<file path="src/rtl/wb_write_buffer_pkg.sv">
// -----------------------------------------------------------------------------
// lc3b_types : shared types for the L2-side Wishbone write buffer.
//   - line address, line data and byte-select typedefs
//   - wb_buf_entry_t : one buffered line write {valid, adr, sel, data}
//   - wb_state_t     : control FSM encoding of wb_write_buffer
//   - merge_line()   : byte-granular merge of a new line into an old one
// -----------------------------------------------------------------------------
package lc3b_types;

   typedef logic [11:0]  lc3b_line_adr;
   typedef logic [127:0] lc3b_line;
   typedef logic [15:0]  lc3b_line_sel;

   typedef struct packed {
      logic         valid;
      lc3b_line_adr adr;
      lc3b_line_sel sel;
      lc3b_line     data;
   } wb_buf_entry_t;

   typedef enum logic [1:0] {
      IDLE    = 2'd0,
      RD_FWD  = 2'd1,
      DRAIN   = 2'd2,
      RD_RESP = 2'd3
   } wb_state_t;

   localparam lc3b_line_sel SEL_ALL = 16'hFFFF;

   // Bytes whose select bit is set come from new_data, the rest keep old_data.
   function automatic lc3b_line merge_line(input lc3b_line     old_data,
                                           input lc3b_line     new_data,
                                           input lc3b_line_sel new_sel);
      lc3b_line result;
      result = old_data;
      for (int i = 0; i < 16; i++) begin
         if (new_sel[i]) begin
            result[i*8 +: 8] = new_data[i*8 +: 8];
         end else begin
            result[i*8 +: 8] = old_data[i*8 +: 8];
         end
      end
      return result;
   endfunction

endpackage

</file>
<file path="src/rtl/wb_write_buffer_array.sv">
// -----------------------------------------------------------------------------
// wb_buffer_array : in-order storage for posted line writes.
//   clk, rst          clock, asynchronous active-high reset
//   push              append {wr_adr, wr_sel, wr_data} at the tail
//   merge             byte-merge wr_sel/wr_data into the entry matching lookup_adr
//   pop               retire the head entry
//   lookup_adr        address compared in parallel against all valid entries
//   head_adr/sel/data contents of the oldest entry
//   full, empty, hit  occupancy flags and address-match result
// -----------------------------------------------------------------------------
module wb_buffer_array
   import lc3b_types::*;
#(
   parameter  int DEPTH = 4,
   localparam int PTR_W = $clog2(DEPTH),
   localparam int CNT_W = $clog2(DEPTH + 1)
) (
   input  logic         clk,
   input  logic         rst,
   input  logic         push,
   input  logic         merge,
   input  logic         pop,
   input  lc3b_line_adr wr_adr,
   input  lc3b_line_sel wr_sel,
   input  lc3b_line     wr_data,
   input  lc3b_line_adr lookup_adr,
   output lc3b_line_adr head_adr,
   output lc3b_line_sel head_sel,
   output lc3b_line     head_data,
   output logic         full,
   output logic         empty,
   output logic         hit
);

   wb_buf_entry_t    ent_r [DEPTH];
   logic [PTR_W-1:0] head_r;
   logic [PTR_W-1:0] tail_r;
   logic [CNT_W-1:0] count_r;
   logic [DEPTH-1:0] match_s;
   logic [PTR_W-1:0] hit_idx_s;

   // Parallel address compare; lowest matching index is the merge target
   always_comb begin
      match_s   = '0;
      hit_idx_s = '0;
      for (int i = 0; i < DEPTH; i++) begin
         match_s[i] = ent_r[i].valid & (ent_r[i].adr == lookup_adr);
      end
      for (int i = DEPTH - 1; i >= 0; i--) begin
         if (match_s[i]) begin
            hit_idx_s = PTR_W'(i);
         end else begin
            hit_idx_s = hit_idx_s;
         end
      end
   end

   // Entry storage, FIFO pointers and occupancy count
   always_ff @(posedge clk or posedge rst) begin
      if (rst) begin
         for (int i = 0; i < DEPTH; i++) begin
            ent_r[i] <= '0;
         end
         head_r  <= '0;
         tail_r  <= '0;
         count_r <= '0;
      end else begin
         if (push) begin
            ent_r[tail_r] <= '{valid: 1'b1, adr: wr_adr, sel: wr_sel, data: wr_data};
            tail_r        <= tail_r + PTR_W'(1);
         end else if (merge) begin
            ent_r[hit_idx_s].sel  <= ent_r[hit_idx_s].sel | wr_sel;
            ent_r[hit_idx_s].data <= merge_line(ent_r[hit_idx_s].data, wr_data, wr_sel);
         end
         if (pop) begin
            ent_r[head_r].valid <= 1'b0;
            head_r              <= head_r + PTR_W'(1);
         end
         case ({push, pop})
            2'b10:   count_r <= count_r + CNT_W'(1);
            2'b01:   count_r <= count_r - CNT_W'(1);
            default: count_r <= count_r;
         endcase
      end
   end

   assign hit       = |match_s;
   assign head_adr  = ent_r[head_r].adr;
   assign head_sel  = ent_r[head_r].sel;
   assign head_data = ent_r[head_r].data;
   assign full      = (count_r == CNT_W'(DEPTH));
   assign empty     = (count_r == CNT_W'(0));

endmodule

</file>
<file path="src/rtl/wb_write_buffer.sv">
// -----------------------------------------------------------------------------
// wb_write_buffer : posted-write buffer between the L1 interconnect's L2-side
// Wishbone master (u_*) and the downstream L2 / memory slave (d_*).
//   Writes are acked one cycle after acceptance and queued in order; queued
//   writes drain when upstream is idle, the buffer is full, or a read hits a
//   buffered address. Read misses are forwarded straight downstream.
//   clk, rst                 clock, asynchronous active-high reset
//   u_cyc/stb/we/sel/adr     upstream request; u_dat_m write data
//   u_dat_s, u_ack, u_rty    upstream response (u_rty is always 0)
//   d_cyc/stb/we/sel/adr     downstream request; d_dat_m write data
//   d_dat_s, d_ack, d_rty    downstream response
// Optional feature: define WB_WRITE_BUFFER_COALESCE_EN to merge writes whose
// address matches a buffered entry instead of enqueueing a new entry.
// -----------------------------------------------------------------------------
module wb_write_buffer
   import lc3b_types::*;
#(
   parameter int DEPTH = 4
) (
   input  logic          clk,
   input  logic          rst,
   input  logic          u_cyc,
   input  logic          u_stb,
   input  logic          u_we,
   input  logic [15:0]   u_sel,
   input  logic [11:0]   u_adr,
   input  logic [127:0]  u_dat_m,
   output logic [127:0]  u_dat_s,
   output logic          u_ack,
   output logic          u_rty,
   output logic          d_cyc,
   output logic          d_stb,
   output logic          d_we,
   output logic [15:0]   d_sel,
   output logic [11:0]   d_adr,
   output logic [127:0]  d_dat_m,
   input  logic [127:0]  d_dat_s,
   input  logic          d_ack,
   input  logic          d_rty
);

`ifdef WB_WRITE_BUFFER_COALESCE_EN
   localparam logic COALESCE = 1'b1;
`else
   localparam logic COALESCE = 1'b0;
`endif

   wb_state_t    state_r;
   logic         u_ack_r;
   lc3b_line     u_dat_s_r;
   logic         d_cyc_r;
   logic         d_stb_r;
   logic         d_we_r;
   lc3b_line_sel d_sel_r;
   lc3b_line_adr d_adr_r;
   lc3b_line     d_dat_m_r;

   lc3b_line_adr head_adr_s;
   lc3b_line_sel head_sel_s;
   lc3b_line     head_data_s;
   logic         buf_full_s;
   logic         buf_empty_s;
   logic         buf_hit_s;

   logic req_s;
   logic up_idle_s;
   logic rd_miss_s;
   logic rd_hit_s;
   logic wr_push_s;
   logic wr_merge_s;
   logic drain_start_s;
   logic pop_s;

   // Request decode and IDLE-state priority resolution
   always_comb begin
      // ~u_ack keeps a request that is still held during its ack from re-firing
      req_s         = u_cyc & u_stb & ~u_ack_r;
      // Upstream counts as busy while it holds cyc/stb, including its ack cycle,
      // so back-to-back writes are not interrupted by opportunistic drains
      up_idle_s     = ~(u_cyc & u_stb);
      pop_s         = (state_r == DRAIN) & d_stb_r & d_ack;
      rd_miss_s     = 1'b0;
      rd_hit_s      = 1'b0;
      wr_merge_s    = 1'b0;
      wr_push_s     = 1'b0;
      drain_start_s = 1'b0;
      if (state_r == IDLE) begin
         rd_miss_s     = req_s & ~u_we & ~buf_hit_s;
         rd_hit_s      = req_s & ~u_we & buf_hit_s;
         wr_merge_s    = req_s & u_we & COALESCE & buf_hit_s;
         wr_push_s     = req_s & u_we & ~wr_merge_s & ~buf_full_s;
         drain_start_s = ~buf_empty_s &
                         (up_idle_s | (req_s & u_we & buf_full_s & ~wr_merge_s));
      end else begin
         rd_miss_s     = 1'b0;
         drain_start_s = 1'b0;
      end
   end

   wb_buffer_array #(
      .DEPTH (DEPTH)
   ) u_array (
      .clk        (clk),
      .rst        (rst),
      .push       (wr_push_s),
      .merge      (wr_merge_s),
      .pop        (pop_s),
      .wr_adr     (u_adr),
      .wr_sel     (u_sel),
      .wr_data    (u_dat_m),
      .lookup_adr (u_adr),
      .head_adr   (head_adr_s),
      .head_sel   (head_sel_s),
      .head_data  (head_data_s),
      .full       (buf_full_s),
      .empty      (buf_empty_s),
      .hit        (buf_hit_s)
   );

   // Control FSM and all registered port drivers
   always_ff @(posedge clk or posedge rst) begin
      if (rst) begin
         state_r   <= IDLE;
         u_ack_r   <= 1'b0;
         u_dat_s_r <= '0;
         d_cyc_r   <= 1'b0;
         d_stb_r   <= 1'b0;
         d_we_r    <= 1'b0;
         d_sel_r   <= '0;
         d_adr_r   <= '0;
         d_dat_m_r <= '0;
      end else begin
         case (state_r)
            IDLE: begin
               u_ack_r <= 1'b0;
               if (rd_miss_s) begin
                  state_r <= RD_FWD;
                  d_cyc_r <= 1'b1;
                  d_stb_r <= 1'b1;
                  d_we_r  <= 1'b0;
                  d_sel_r <= SEL_ALL;
                  d_adr_r <= u_adr;
               end else if (rd_hit_s | drain_start_s) begin
                  // A read hit drains the head; IDLE re-checks the hit afterwards
                  state_r   <= DRAIN;
                  d_cyc_r   <= 1'b1;
                  d_stb_r   <= 1'b1;
                  d_we_r    <= 1'b1;
                  d_sel_r   <= head_sel_s;
                  d_adr_r   <= head_adr_s;
                  d_dat_m_r <= head_data_s;
               end else if (wr_push_s | wr_merge_s) begin
                  u_ack_r <= 1'b1;
               end else begin
                  state_r <= IDLE;
               end
            end
            RD_FWD: begin
               if (d_stb_r) begin
                  if (d_ack) begin
                     u_dat_s_r <= d_dat_s;
                     u_ack_r   <= 1'b1;
                     d_cyc_r   <= 1'b0;
                     d_stb_r   <= 1'b0;
                     state_r   <= RD_RESP;
                  end else if (d_rty) begin
                     d_stb_r <= 1'b0;
                  end else begin
                     state_r <= RD_FWD;
                  end
               end else begin
                  // One strobe-low cycle after a retry, then reissue unchanged
                  d_stb_r <= 1'b1;
               end
            end
            DRAIN: begin
               if (d_stb_r) begin
                  if (d_ack) begin
                     d_cyc_r <= 1'b0;
                     d_stb_r <= 1'b0;
                     d_we_r  <= 1'b0;
                     state_r <= IDLE;
                  end else if (d_rty) begin
                     d_stb_r <= 1'b0;
                  end else begin
                     state_r <= DRAIN;
                  end
               end else begin
                  d_stb_r <= 1'b1;
               end
            end
            RD_RESP: begin
               u_ack_r <= 1'b0;
               state_r <= IDLE;
            end
            default: begin
               state_r <= IDLE;
               u_ack_r <= 1'b0;
               d_cyc_r <= 1'b0;
               d_stb_r <= 1'b0;
               d_we_r  <= 1'b0;
            end
         endcase
      end
   end

   assign u_dat_s = u_dat_s_r;
   assign u_ack   = u_ack_r;
   assign u_rty   = 1'b0;
   assign d_cyc   = d_cyc_r;
   assign d_stb   = d_stb_r;
   assign d_we    = d_we_r;
   assign d_sel   = d_sel_r;
   assign d_adr   = d_adr_r;
   assign d_dat_m = d_dat_m_r;

endmodule

</file>
<file path="config.mk">
export PLATFORM = sky130hd
export DESIGN_NAME = wb_write_buffer
export DESIGN_NICKNAME = d
export VERILOG_FILES = /design/src/rtl/wb_write_buffer_pkg.sv /design/src/rtl/wb_write_buffer_array.sv /design/src/rtl/wb_write_buffer.sv
export SDC_FILE = /design/constraint.sdc
export NUM_CORES = 2
export LEC_CHECK = 0
export BUFFER_PORTS_ARGS = -buffer_cell sky130_fd_sc_hd__buf_2
export CAP_MARGIN = 5
export CELL_PAD_IN_SITES_DETAIL_PLACEMENT = 1
export CELL_PAD_IN_SITES_GLOBAL_PLACEMENT = 1
export CORE_MARGIN = 2
export CORE_UTILIZATION = 52
export CTS_BUF_LIST = sky130_fd_sc_hd__clkbuf_16
export CTS_CLUSTER_DIAMETER = 100
export DETAILED_ROUTE_END_ITERATION = 8
export GPL_ROUTABILITY_DRIVEN = 0
export PLACE_DENSITY = 0.83
export RECOVER_POWER = 100
export SLEW_MARGIN = 20
export SYNTH_ARGS = -nofsm -noshare
export SYNTH_HDL_FRONTEND = slang
export SYNTH_SLANG_ARGS = --single-unit
</file>
<file path="constraint.sdc">
create_clock -name clk -period 67.3 [get_ports clk]
set_input_delay 10.095 -clock clk [delete_from_list [all_inputs] [get_ports clk]]
set_output_delay 10.095 -clock clk [all_outputs]
set_load 0.01 [all_outputs]
</file>
Word level (Yosys, flattened, before mapping)
Cells that the tools add are included.

storage, ports and cells
  bits in registers = 925
  input port bits = 291

operators by class
  add/subtract/negate cells = 4
  magnitude comparators = 4
  equality and inequality tests = 20
  multiplexer cells = 47
  bitwise logic cells = 26
  reduce and logical (&&, ||, !) cells = 19

operators with widths
  cell                                                                   number
  628-bit bitwise mux                                                    2
  628-bit two-way mux                                                    2
  157-bit demux with 2-bit select                                        2
  157-bit binary-select mux with 2-bit select                            1
  157-bit two-way mux                                                    2
  156-bit two-way mux                                                    2
  12-bit equality test                                                   4
  16-bit two-way mux                                                     2
  12-bit two-way mux                                                     2
  2-bit two-way mux                                                      9
  1-bit two-way mux                                                      17
  1-bit bitwise AND                                                      15
  3-bit AND reduction                                                    3
  2-bit inequality test (second input constant)                          4
  2-bit case mux with 4 select lines                                     1
  4-bit AND reduction                                                    2
  2-bit nonzero test                                                     4
  1-bit NOT                                                              7
  2-bit equality test (second input constant)                            3
  3-bit >= comparator (second input constant)                            2
  3-bit by 1-bit < comparator with 1-bit output (second input constant)  2
  3-bit inequality test (second input constant)                          2
  2-bit NOT with 3-bit output                                            2
  1-bit case mux with 2 select lines                                     3
  other kinds (19)                                                       25

Longest topological paths before layout
  depth in word-level cells = 11
  mapped depth = 11

Cells and area by module
A second synthesis with hierarchy kept.

unflattened totals
  cells, all modules = 3786
  area, all modules = 44732.9 um^2

modules (own cells, without submodules)
  module           times used  cells each  area each (um^2)  sequential area each (um^2)
  wb_buffer_array  1           3064        33445.8           15890.2
  wb_write_buffer  1           722         11287.1           7257.0

Worst setup path before layout
Ideal clock, no wire load.

  kind = in2reg
  from = input u_adr[7]
  to = register d_dat_m_r[10] (netlist: d_dat_m[10])
  arrival = 11.808 ns
  data required time = 67.175 ns
  path slack = 55.367 ns
  stages on the path = 10
  path buffers = 4
  cell sequence = buf_4 > xnor2_1 > nand4_1 > nor4_2 > o41ai_2 > a21boi_2 > buf_6 > buf_8 > buf_12 > mux2_4

between the ends
  word-level cells in the longest chain between the ends = 8

RTL lines
  item                               RTL line                     text
  from (decl)                        wb_write_buffer.sv:26        input logic [11:0] u_adr,
  12-bit equality test               wb_write_buffer_array.sv:47  match_s[i] = ent_r[i].valid & (ent_r[i].adr == lookup_adr);
  1-bit bitwise AND                  wb_write_buffer_array.sv:47
  4-bit OR reduction (*)             wb_write_buffer_array.sv:87  assign hit = |match_s;
  1-bit NOT                          wb_write_buffer.sv:88        rd_miss_s = req_s & ~u_we & ~buf_hit_s;
  1-bit bitwise AND                  wb_write_buffer.sv:88
  1-bit two-way mux                  wb_write_buffer.sv:87        if (state_r == IDLE) begin
  1-bit NOT (no line)                -
  3-bit AND reduction (no line) (*)  -
  to (signal assigned)               wb_write_buffer.sv:151       d_dat_m_r <= head_data_s;
  to (decl)                          wb_write_buffer.sv:56        lc3b_line d_dat_m_r;

Every way passes the cells marked *; elsewhere a longest branch is shown, timed or not.
A chain may end at the register's enable or synchronous reset.

==> metrics.csv <==
metric;value;unit
clock_latency;0.65;ns
crit_path_max_incr_delay;6.47;ns
drt_first_pass_iters;6;
syn_area_per_cell;16.48;sq um
viasPerCell;5.775;
drt_iter0_drc;1111;
die_h;279.2;microns
num_rows;100;
setup_viol;0;
synth_edf_count;0;
yosysWarningCount;0;
finalSetupTns;0;ns
core;0.07470;sq mm
routed_wl;106700;microns
busiest_layer;met2;
finalCriticalPeriod;29.58;ns
cts_max_level;3;
drt-wirelength-per-cell;26.66;microns
leakagePower;21.40;nW
instances_no_fill;4003;
p_per_area;46.54;mW/mm^2
ys.flop_type;dfrtp_1;
hold_class;flop to flop;
worst_path_most_repeated_cell;clkbuf_1;
dieArea;0.07797;sq mm
maxSlewViolCount;1867;
status;finished, violations left;
synth_cells;2390;
grt_util_met1;0.3114;
cp_data_required_time;65.76;ns
grt_pass1_vias;26947;
cp_slowest_cell;clkbuf_1;
drc;0;
ant_nets;0;
io-pin-count;580;
multi_input_area;0.01505;sq mm
fmax;33.81;MHz
cts-root-buf;clkbuf_16;
grt_use_total;0.2763;
rsz0062_at_grt;false;
critPathKind;input port to asynchronous set/reset pin;
syn_to_final_growth;14.85;%
fin_nets;3246;
gr-usage-met3;0.06292;
max_slew.worst_pin.slew;9.050;ns
relSlewSlack;-5.033;
cap_violations;30;
cts_resized;0;
grt_pass1_wl;163800;microns
n_fill_cell;7011;
r2r_start;state_r[0];
crit_fanout;178;
tritoncts;built;
cp_cell_sequence;clkbuf_1 > clkinvlp_2 > clkbuf_1 > clkbuf_1 > clkbuf_1 > clkbuf_1;
post-route-period-util;0.4395;
peakVddDrop;0.02843;mV
met2_usage;0.4978;
critPathLaunch;rst;
die_x;279.2;microns
cts-root-to-sink-buffers;3;
area.sequential;0.02315;sq mm
finalHoldViolCount;0;
synth_seq_cells;925;
antenna_found_initial;34;
final_layout_size_suffix_gt1_frac;0.4667;
yosysSeqAreaShare;0.5876;
syn_area;0.03939;sq mm
async_flop_share;1.000;
skew;0.03104;ns
grt_overflow;0;
hold_path_depth;1;
hold_buffers;0;
crit_path_end_kind;asynchronous set/reset pin;
post_cts_buffers;0;
crit_path_start_kind;input port;
numPortBuffers;578;
vias;23118;
final_common_cell;dfrtp_1;
cts.reportedPaths.clkPinSlew;0.05;ns
grt_max_degree;179;
hold_end;d_dat_m[33];
reg2reg_slack;59.63;ns
worstPathArrival;28.04;ns
synth_fp_nets;2695;
r2r_cells;7;
worstHoldStart;d_dat_m[33];
dp_cells;3810;
violations;max-capacitance violations, max-slew violations;
clkSinkCount;925;
dp_hpwl;67780;microns
cts_buffers;97;
ys_types;46;
start_util;0.5273;
mostFrequentLayoutCells;dfrtp_1 (923), mux2_2 (811), clkbuf_1 (315);
-- power by group --
group          internal (mW)  total, mW  switching (mW)  leakage [nW]
clock                  0.286      0.508           0.221          1.54
combinational          0.350      0.679           0.329          7.81
sequential             0.774      0.918           0.145          12.0
-- area by class of cell --
cell class	count	area share
flip-flops and latches	925	0.5118
clock buffers	98	0.05421
well taps	969	0.02680
clock inverters	75	0.01167
inverters	32	0.002683
multi-input cells	1276	0.3327
repair buffers	609	0.05905
diodes	19	0.001051
-- synthesized netlist by cell type, types with 10 or more instances --
master / instances / area [sq um]
mux2_2: 838 / 9437
clkbuf_1: 60 / 225.2
a21oi_2: 10 / 87.58
nand2_1: 30 / 112.6
mux2_4: 43 / 645.6
nor3b_1: 12 / 90.09
o22ai_1: 14 / 87.58
xnor2_1: 51 / 446.7
buf_4: 12 / 90.09
buf_2: 65 / 325.3
nor2_1: 32 / 120.1
inv_1: 31 / 116.4
a21oi_1: 10 / 50.05
dfrtp_1: 925 / 23150
ha_1: 13 / 162.7
nor3_1: 14 / 70.07
buf_6: 11 / 123.9
mux4_2: 156 / 3513
-- layer usage --
layer,vias up,wire length [microns]
li1,9825,-
met1,12367,39110
met2,645,56820
met3,255,5626
met4,26,5011
met5,-,162
-- cell families (layout without fill, tap and decap cells) --
family                     Yosys count  in the layout  share of synthesized area
xor gates and xnor gates            53             53                    0.01178
other                                1             20                 0.00009520
AOI/OAI and AO/OA                   57             57                    0.01010
muxes                             1038           1038                     0.3454
adders and majority gates           14             14                   0.004638
DFF                                925            925                     0.5876
and+or+nand+nor                    113            113                    0.01480
buffers and inverters              189            814                    0.02554
-- critical path: cells and delay by family --
family	cells	cell delay, ns
buffers and inverters	6	17.59
-- how the worst max path moves through the flow --
stage,to,slack (ns),cells past startpoint
6_report,d_dat_m[43],37.72,6
5_1_grt,d_dat_m[49],34.00,6
4_1_cts,asynchronous set/reset pin,53.55,6
3_5_place_dp,asynchronous set/reset pin,52.86,6
3_3_place_gp,asynchronous set/reset pin,53.13,6
2_1_floorplan,asynchronous set/reset pin,31.20,1
-- stage by stage --
step	power [mW]	area [sq um]	worst slack [ns]	utilization	hold slack (ns)
global placement	1.578	42910	53.13	0.5745	0.4810
finish	2.105	45240	37.72	0.6057	0.4856
floorplan	1.375	39390	31.20	-	0.4728
detailed placement	1.637	42910	52.86	0.5745	0.4881
CTS	2.163	45900	53.55	0.6144	0.5019
global route	2.212	45240	34.00	0.6056	0.5024
(Power assumes the default switching activity.)
